[src/rtl/dbf_ch_dynfocus_pkg.sv]
// Shared defaults and types for the dynamic-focus receive beamforming channel.
// ZONES and BUF_DEPTH describe the default geometry; instances derive their own from parameters.
package dbf_ch_dynfocus_pkg;

  localparam int DEF_INPUT_WD = 14;
  localparam int DEF_APO_WD   = 16;
  localparam int DEF_APO_FRAC = 15;
  localparam int DEF_OUT_WD   = 32;
  localparam int DEF_BUF_AW   = 7;
  localparam int DEF_LUT_AW   = 6;
  localparam int DEF_ZONE_LEN = 64;

  localparam int ZONES     = 1 << DEF_LUT_AW;
  localparam int BUF_DEPTH = 1 << DEF_BUF_AW;

  typedef enum logic {
    ST_IDLE = 1'b0,
    ST_RUN  = 1'b1
  } state_t;

endpackage

[src/rtl/dbf_delay_ram.sv]
// Simple dual-port RAM: one write port, one registered read port with write-first bypass.
// The memory array itself is not reset; only the read register is.
module dbf_delay_ram #(
  parameter int AW = 4,
  parameter int DW = 8
) (
  input  logic          clk,
  input  logic          rst_n,
  input  logic          we,
  input  logic [AW-1:0] waddr,
  input  logic [DW-1:0] wdata,
  input  logic          re,
  input  logic [AW-1:0] raddr,
  output logic [DW-1:0] rdata
);

  logic [DW-1:0] mem [0:(1<<AW)-1];

  always_ff @(posedge clk) begin
    if (we) mem[waddr] <= wdata;
  end

  // Same-address read during a write returns the word being written.
  always_ff @(posedge clk or negedge rst_n) begin
    if (!rst_n) begin
      rdata <= '0;
    end else if (re) begin
      rdata <= (we && (waddr == raddr)) ? wdata : mem[raddr];
    end
  end

endmodule

[src/rtl/dbf_ch_dynfocus.sv]
// Receive beamforming channel: circular delay line with per-zone coarse delay
// (dynamic focusing), then signed apodisation with half-up rounding and saturation.
module dbf_ch_dynfocus
  import dbf_ch_dynfocus_pkg::*;
#(
  parameter int INPUT_WD = DEF_INPUT_WD,
  parameter int APO_WD   = DEF_APO_WD,
  parameter int APO_FRAC = DEF_APO_FRAC,
  parameter int OUT_WD   = DEF_OUT_WD,
  parameter int BUF_AW   = DEF_BUF_AW,
  parameter int LUT_AW   = DEF_LUT_AW,
  parameter int ZONE_LEN = DEF_ZONE_LEN
) (
  input  logic                clk,
  input  logic                rst_n,
  input  logic                tx_en,
  input  logic                start,
  input  logic [INPUT_WD-1:0] ch_in,
  input  logic [APO_WD-1:0]   apo_din,
  input  logic [LUT_AW-1:0]   lut_addr,
  input  logic [BUF_AW-1:0]   lut_wdata,
  input  logic                lut_we,
  output logic [OUT_WD-1:0]   dout,
  output logic                dout_valid,
  output logic [INPUT_WD-1:0] cd_dout,
  output logic                lut_wr_err
);

  localparam int PW   = INPUT_WD + APO_WD;
  localparam int EW   = (((PW + 1) > OUT_WD) ? (PW + 1) : OUT_WD) + 1;
  localparam int ZC_W = $clog2(ZONE_LEN);

  localparam logic [ZC_W-1:0]        ZC_LAST   = ZC_W'(ZONE_LEN - 1);
  localparam logic [LUT_AW-1:0]      ZONE_LAST = '1;
  localparam logic [BUF_AW-1:0]      FILL_MAX  = '1;
  localparam logic signed [EW-1:0]   RND_HALF  = {{(EW-1){1'b0}}, 1'b1} << (APO_FRAC - 1);
  localparam logic signed [EW-1:0]   SAT_MAX   = {{(EW-OUT_WD+1){1'b0}}, {(OUT_WD-1){1'b1}}};
  localparam logic signed [EW-1:0]   SAT_MIN   = ~SAT_MAX;

  function automatic logic [OUT_WD-1:0] round_sat(input logic signed [PW-1:0] p);
    logic signed [EW-1:0] ext;
    logic signed [EW-1:0] rnd;
    logic [OUT_WD-1:0]    res;
    ext = {{(EW-PW){p[PW-1]}}, p};
    rnd = (ext + RND_HALF) >>> APO_FRAC;
    res = rnd[OUT_WD-1:0];
    if (rnd > SAT_MAX)      res = {1'b0, {(OUT_WD-1){1'b1}}};
    else if (rnd < SAT_MIN) res = {1'b1, {(OUT_WD-1){1'b0}}};
    return res;
  endfunction

  state_t              state, state_nxt;
  logic                accept, enter_run;
  logic [BUF_AW-1:0]   wr_ptr, fill_cnt, cur_delay, rd_addr;
  logic [ZC_W-1:0]     zone_cnt;
  logic [LUT_AW-1:0]   zone_idx, lut_raddr;
  logic [INPUT_WD-1:0] dl_rdata, dly;
  logic [APO_WD-1:0]   apo1;
  logic                v1, v2, blank1;
  logic signed [PW-1:0] prod2;

  always_ff @(posedge clk or negedge rst_n) begin
    if (!rst_n) state <= ST_IDLE;
    else        state <= state_nxt;
  end

  always_comb begin
    state_nxt = state;
    case (state)
      ST_IDLE: if (start)  state_nxt = ST_RUN;
      ST_RUN:  if (!start) state_nxt = ST_IDLE;
      default: state_nxt = ST_IDLE;
    endcase
  end

  assign accept    = (state == ST_RUN) & start & ~tx_en;
  assign enter_run = (state == ST_IDLE) & start;

  always_ff @(posedge clk or negedge rst_n) begin
    if (!rst_n) begin
      wr_ptr   <= '0;
      fill_cnt <= '0;
      zone_cnt <= '0;
      zone_idx <= '0;
    end else if (enter_run) begin
      wr_ptr   <= '0;
      fill_cnt <= '0;
      zone_cnt <= '0;
      zone_idx <= '0;
    end else if (accept) begin
      wr_ptr <= wr_ptr + 1'b1;
      if (fill_cnt != FILL_MAX) fill_cnt <= fill_cnt + 1'b1;
      if (zone_cnt == ZC_LAST) begin
        zone_cnt <= '0;
        if (zone_idx != ZONE_LAST) zone_idx <= zone_idx + 1'b1;
      end else begin
        zone_cnt <= zone_cnt + 1'b1;
      end
    end
  end

  // Zone 0 is fetched on the IDLE->RUN edge so the first accept already sees its delay.
  assign lut_raddr = enter_run ? '0 : zone_idx;

  dbf_delay_ram #(.AW(LUT_AW), .DW(BUF_AW)) u_zone_lut (
    .clk   (clk),
    .rst_n (rst_n),
    .we    (lut_we & (state == ST_IDLE)),
    .waddr (lut_addr),
    .wdata (lut_wdata),
    .re    (1'b1),
    .raddr (lut_raddr),
    .rdata (cur_delay)
  );

  assign rd_addr = wr_ptr - cur_delay;

  dbf_delay_ram #(.AW(BUF_AW), .DW(INPUT_WD)) u_delay_line (
    .clk   (clk),
    .rst_n (rst_n),
    .we    (accept),
    .waddr (wr_ptr),
    .wdata (ch_in),
    .re    (accept),
    .raddr (rd_addr),
    .rdata (dl_rdata)
  );

  assign dly = blank1 ? '0 : dl_rdata;

  always_ff @(posedge clk or negedge rst_n) begin
    if (!rst_n) begin
      v1         <= 1'b0;
      blank1     <= 1'b0;
      apo1       <= '0;
      v2         <= 1'b0;
      prod2      <= '0;
      cd_dout    <= '0;
      dout_valid <= 1'b0;
      dout       <= '0;
      lut_wr_err <= 1'b0;
    end else begin
      v1         <= accept;
      v2         <= v1;
      dout_valid <= v2;
      lut_wr_err <= lut_we & (state == ST_RUN);
      if (accept) begin
        blank1 <= (fill_cnt < cur_delay);
        apo1   <= apo_din;
      end
      if (v1) begin
        cd_dout <= dly;
        prod2   <= $signed(dly) * $signed(apo1);
      end
      if (v2) dout <= round_sat(prod2);
    end
  end

endmodule
[config.mk]
export PLATFORM = sky130hd
export DESIGN_NAME = dbf_ch_dynfocus
export DESIGN_NICKNAME = d
export VERILOG_FILES = /design/src/rtl/dbf_ch_dynfocus_pkg.sv /design/src/rtl/dbf_delay_ram.sv /design/src/rtl/dbf_ch_dynfocus.sv
export SDC_FILE = /design/constraint.sdc
export NUM_CORES = 2
export LEC_CHECK = 0
export CORE_MARGIN = 1.5
export CORE_UTILIZATION = 65
export CTS_CLUSTER_SIZE = 40
export DETAILED_ROUTE_END_ITERATION = 10
export PLACE_DENSITY = 0.82
export SLEW_MARGIN = 20
export SYNTH_ARGS = -nofsm -noshare
export SYNTH_HDL_FRONTEND = slang
export SYNTH_SLANG_ARGS = --single-unit
[constraint.sdc]
create_clock -name clk -period 13.45 [get_ports clk]
set_input_delay 1.345 -clock clk [delete_from_list [all_inputs] [get_ports clk]]
set_output_delay 1.345 -clock clk [all_outputs]
set_load 0.005 [all_outputs]
== Yosys cells after proc, flatten, opt, wreduce, memory -nomap -nowiden ==
Memory sizes are Yosys's and may differ from the RTL's. A register that Yosys moved wholly into a read port is not among the register bits.
Index checks and enable logic that the tools add are counted.

* Flip-flop bits (word level): 124
* Memory bits (writable): 2,240
* Input bits: 48
* Output and inout port bits: 48
* Word-level logic and storage cells: 65
* Memories: 2

{| class="wikitable"
|+ Memories
! memory !! depth !! bits a word !! read ports !! clocked after Yosys merged registers in !! write ports !! RTL line !! source
|-
| u_delay_line.mem || 128 || 14 || 1 || 1 || 1 || dbf_delay_ram.sv:17 || <nowiki>logic [DW-1:0] mem [0:(1<<AW)-1];</nowiki>
|-
| u_zone_lut.mem || 64 || 7 || 1 || 1 || 1 || dbf_delay_ram.sv:17 ||
|}

* $add $sub $neg: 6
* $mul: 1
* Magnitude comparators: 3
* Equality and inequality tests: 3
* Multiplexer cells: 21
* Bitwise operators: 7
* Reduce and logical (&&, ||, !) cells: 8

{| class="wikitable"
|+ Operator list
! operator !! number
|-
| $mux 32 || 2
|-
| $mux 6 || 8
|-
| $mux 7 || 5
|-
| $gt 16x32->1 const B || 1
|-
| $lt 16x32->1 const B || 1
|-
| $add 30x16->31 const B || 1
|-
| $mul 14x16->30 || 1
|-
| $add 7x1->7 const B || 2
|-
| $mux 14 || 1
|-
| $add 6x1->6 const B || 2
|-
| $reduce_bool 2->1 || 4
|-
| $lt 7x7->1 || 1
|-
| $ne 7x7->1 const B || 1
|-
| $sub 7x7->7 || 1
|-
| $eq 6x6->1 const B || 1
|-
| $ne 6x6->1 const B || 1
|-
| $and 1x1->1 || 5
|-
| $mux 1 || 5
|-
| $reduce_and 3->1 || 1
|-
| $logic_not 1->1 || 2
|-
| $not 1->1 || 2
|-
| $reduce_and 2->1 || 1
|}

== Longest topological paths before layout ==
* Depth in word-level cells: 5
* Gate-level depth with buffers: 26
* Gate-level depth less buffers: 23

== Hierarchy ==
Synthesis repeated with hierarchy kept, for this count alone.

* Cells, all modules: 5,601
* Area total of the unflattened synthesis: 101,279.6 um2

{| class="wikitable"
|+ Modules (own cells, without submodules)
! module !! times used !! cells each !! area an instance (um2)
|-
| dbf_delay_ram (u_delay_line) || 1 || 3,313 || 70,274.9
|-
| dbf_delay_ram (u_zone_lut) || 1 || 920 || 18,118.6
|-
| dbf_ch_dynfocus || 1 || 1,368 || 12,886.1
|}

== Worst setup path after synthesis ==
OpenSTA, ideal clock, no wires.

* Kind: register to register
* From: register blank1
* To: register prod2[27]
* Setup time: 0.125 ns
* Arrival: 6.195 ns
* Path slack: 7.131 ns
* Cell stages (with the launch flop): 23
* Path buffers: 2
* Period minus slack after synthesis: 6.319 ns
* Cells stage by stage: dfrtp_1 -> clkbuf_1 -> nor2b_1 -> clkbuf_1 -> nand2_1 -> fa_1 -> inv_1 -> fa_1 -> fa_1 -> fa_1 -> fa_1 -> inv_1 -> fa_1 -> inv_1 -> ha_1 -> a21o_1 -> a21oi_1 -> o211ai_1 -> o2bb2ai_1 -> or3_1 -> a21oi_1 -> xnor2_1 -> mux2_2

* Cells in the longest elaborated chain, start to end: 2

{| class="wikitable"
|+ Ends and longest elaborated chain
! element !! RTL line !! source
|-
| start: declaration || dbf_ch_dynfocus.sv:59 || <nowiki>logic v1, v2, blank1;</nowiki>
|-
| start signal: assignment || dbf_ch_dynfocus.sv:148 || <nowiki>blank1 <= (fill_cnt < cur_delay);</nowiki>
|-
| $mux 14 || dbf_ch_dynfocus.sv:129 || <nowiki>assign dly = blank1 ? '0 : dl_rdata;</nowiki>
|-
| $mul 14x16->30 || dbf_ch_dynfocus.sv:153 || <nowiki>prod2 <= $signed(dly) * $signed(apo1);</nowiki>
|-
| end signal: assignment || dbf_ch_dynfocus.sv:153 ||
|-
| end: declaration || dbf_ch_dynfocus.sv:60 || <nowiki>logic signed [PW-1:0] prod2;</nowiki>
|}

Every way passes these cells.
A chain may end at the register's enable or synchronous reset.

== Final worst setup path ==
* From: register blank1
* To: register prod2[29]

Same word-level chain as after synthesis.

==> impl_metrics.csv <==
group,metric,value,unit
sta,final.setup.tns,0,ns
sta,hold_viol,0,
routing,vias,56929,
routing,drt_iter0_drc,8240,
floorplan,ios,96,
sta,max_slew_margin,23.79,%
sta,rsz0062_at_grt,"false",
final_layout,final_util,72.67,%
placement,io_buffer_count,95,
routing,dr.pass1.iters,7,
global_route,grt_pass1_vias,57580,
min_path,hold_class,"input port to async pin",
critical_path,cp.required,14.16,ns
final_layout,final_cell_area,111800,um2
job,cap_violations,0,
placement,place_area,104200,um2
clock_network,cts_root_buffer,"clkbuf_16",
routing,drc,0,
critical_path,ff2ff_setup_slack,6.18,ns
synthesis,synth_edf_count,2240,
final_layout,drive_gt1_share,17.28,%
floorplan,die_h,396.6,um
sta,fmax,137.5,MHz
critical_path,crit_type,"flop to flop",
clock_network,cts_setup_buffers,0,
final_layout,layout_common_cells,"2240 x edfxtp_1, 784 x nand2_1, 462 x mux4_2, 264 x inv_1, 236 x nor2_1",
global_route,grt-ovfl-total,0,
global_route,antenna_found_initial,8,
clock_network,cts_tree,"done",
pwr,power.density,227.2,nW/um2
synthesis,synth_cell_types,70,
final_layout,area_delta_synth_final,11.06,%
outcome,status,"complete, no violations",
synthesis,syn_nets,6277,
final_layout,final_common_cell,"edfxtp_1",
clock_network,path_clk_slew,0.07,ns
pwr,leakage,0.03831,uW
final_layout,instances_no_fill,8321,
placement,dp.cells,7906,
sta,final.setup_skew,0.05270,ns
critical_path,crit_path_end_kind,"flop",
synthesis,syn-cell-area,100700,um2
final_layout,nFillCells,8414,
floorplan,rows,144,
sta,tightest_slew,1.143,ns
sta,setup_slack,6.179,ns
routing,wl_per_cell,30.60,um
sta,layout_min_cycle_time,7.271,ns
placement,dp_hpwl,140.8,mm
critical_path,r2r-end,"prod2[29]$_DFFE_PN0P_",
synthesis,async_flop_share,4.924,%
final_layout,fin_nets,6435,
routing,wl,254.6,mm
clock_network,cts_sinks,2356,
synthesis,yosysTopAreaCell,"edfxtp_1",
clock_network,holdBufCountCts,0,
sta,drv_slew,0,
critical_path,critPathArrivalTime,7.98,ns
critical_path,cp_max_fo,17,
global_route,grt_start_max_net_pins,143,
sta,setup_viol,0,
clock_network,clk_path_buf_depth,3,
global_route,grt_pass1_wl,375.7,mm
routing,postRouteAntennaNets,0,
routing,vias_per_cell,6.842,
clock_network,htreeDepth,4,
sta,min_period_over_period,54.06,%
global_route,grt_util_all_layers,32.74,%
synthesis,netlist.area_leader.share,66.81,%
synthesis,syn_inst,5925,
critical_path,ff2ff_path_depth,20,
placement,place_ws,5.966,ns
floorplan,die_width,396.6,um
clock_network,cts_buffers,217,
synthesis,synth-seq-area-share,69.69,%
critical_path,start_kind,"flop",
placement,gp_congestion,0.8967,
pwr,irDropWorstVdd,0.2733,mV
floorplan,coreArea,153900,um2
synthesis,synth_warnings,0,
floorplan,die-area,157300,um2
synthesis,synth-seq-cells,2356,
synthesis,ys_top_cells_by_area,"edfxtp_1 67%, mux4_2 10%, fa_1 4.4%",
synthesis,synth.avg_cell_area,16.99,um2
critical_path,r2r-start,"blank1$_DFFE_PN0P_",
clock_network,worstSkewPairLatency,0.87,ns
clock_network,cts_resized,0,
synthesis,synth_ff_type,"edfxtp_1",
floorplan,initial_utilization,65.43,%
==> cells in the mapped netlist, types with 4 or more instances <==
cell type / instances
o22ai_1: 30
o21ai_1: 28
a22oi_1: 14
nand2b_1: 16
o22a_1: 7
o221a_1: 7
nor3_1: 14
a21oi_1: 172
clkbuf_1: 204
nand2_1: 785
xor2_1: 26
buf_4: 18
mux2i_1: 123
nor2_1: 249
fa_1: 219
inv_1: 264
buf_6: 12
a21o_1: 7
dfrtp_1: 116
o221ai_1: 110
o31ai_1: 5
nor2b_1: 27
nand2_2: 4
mux2_2: 26
ha_1: 85
a32oi_1: 26
buf_2: 86
buf_1: 30
a22o_1: 5
edfxtp_1: 2240
a311oi_1: 30
and3_1: 65
o21ai_0: 66
nand3_1: 57
xnor2_1: 36
nand4_1: 19
nand3b_1: 29
or3_1: 6
mux4_2: 462
and2_1: 124
a31oi_1: 31
==> worst max-delay path, cell delays in order (launching register included) <==
cell	delay (ns)
dfrtp_1	0.58
nor2b_2	0.61
nand2_1	0.26
fa_1	0.58
fa_1	0.76
inv_1	0.16
fa_1	0.48
fa_1	0.50
fa_1	0.49
inv_1	0.05
fa_1	0.51
inv_1	0.05
ha_1	0.37
nand2_1	0.07
a2111oi_0	0.46
nand2_1	0.11
a31oi_1	0.35
nor3_1	0.14
o31ai_1	0.33
xnor2_1	0.17
a21oi_1	0.08
==> cell type report <==
type / count / area (um2) / share of cell area, %
timing repair buffer: 289 / 2421 / 2.165
sequential: 2356 / 70170 / 62.75
clock buffer: 253 / 5682 / 5.081
inverter: 265 / 994.7 / 0.8896
clock inverter: 156 / 1899 / 1.699
tap: 2044 / 2557 / 2.287
multi-input combinational: 2954 / 28080 / 25.11
antenna: 4 / 10.01 / 0.008952
==> routing by layer <==
metal	routed length [um]	up-vias	track usage [%]
li1	-	22926	-
met1	86220	28704	42.87
met2	123100	4437	51.79
met3	29460	850	7.233
met4	15760	12	18.04
met5	89	-	0
==> cell families (layout without fill, tap and decap cells) <==
logic type / count (synthesis) / count (layout) / share of synthesized area (%)
flops: 2356 / 2356 / 69.69
simple gates: 1416 / 1416 / 6.220
buf+inv: 615 / 963 / 2.556
mux: 611 / 611 / 11.85
compound gates: 560 / 560 / 3.716
fa+ha+maj: 304 / 304 / 5.411
xor+xnor: 63 / 63 / 0.5555
other cells: 0 / 4 / 0
==> sequential cells by signal (all words and copies together) (netlist names), 14 cells and up <==
register	count
u_delay_line.mem	1792
u_zone_lut.mem	448
dout	17
apo1	16
prod2	16
cd_dout	14
u_delay_line.rdata	14
==> report_power, final <==
part | leakage, uW | internal, uW | switching (uW) | total [uW]
clock network | 0.00365 | 3680 | 2820 | 6490
registers | 0.0216 | 8130 | 133 | 8270
logic | 0.0131 | 4000 | 6630 | 10600
total | 0.0383 | 15800 | 9590 | 25400
==> worst max path at each step <==
stage / to / cells past startpoint / start
floorplan: prod2[27]$_DFFE_PN0P_ / 22 / blank1$_DFFE_PN0P_
global placement: prod2[29]$_DFFE_PN0P_ / 20 / blank1$_DFFE_PN0P_
detailed placement: prod2[27]$_DFFE_PN0P_ / 20 / blank1$_DFFE_PN0P_
CTS: prod2[29]$_DFFE_PN0P_ / 20 / blank1$_DFFE_PN0P_
global route: prod2[29]$_DFFE_PN0P_ / 20 / blank1$_DFFE_PN0P_
finish: prod2[29]$_DFFE_PN0P_ / 20 / blank1$_DFFE_PN0P_
==> stage by stage <==
stage | power (uW) | hold slack (ns)
global placement | 18380 | 0.4658
floorplan | 15280 | 0.3721
finish | 25400 | 0.4345
detailed placement | 18570 | 0.4813
CTS | 25210 | 0.4319
global route | 26260 | 0.4736
No activity file was read; power rests on OpenSTA's default activity.
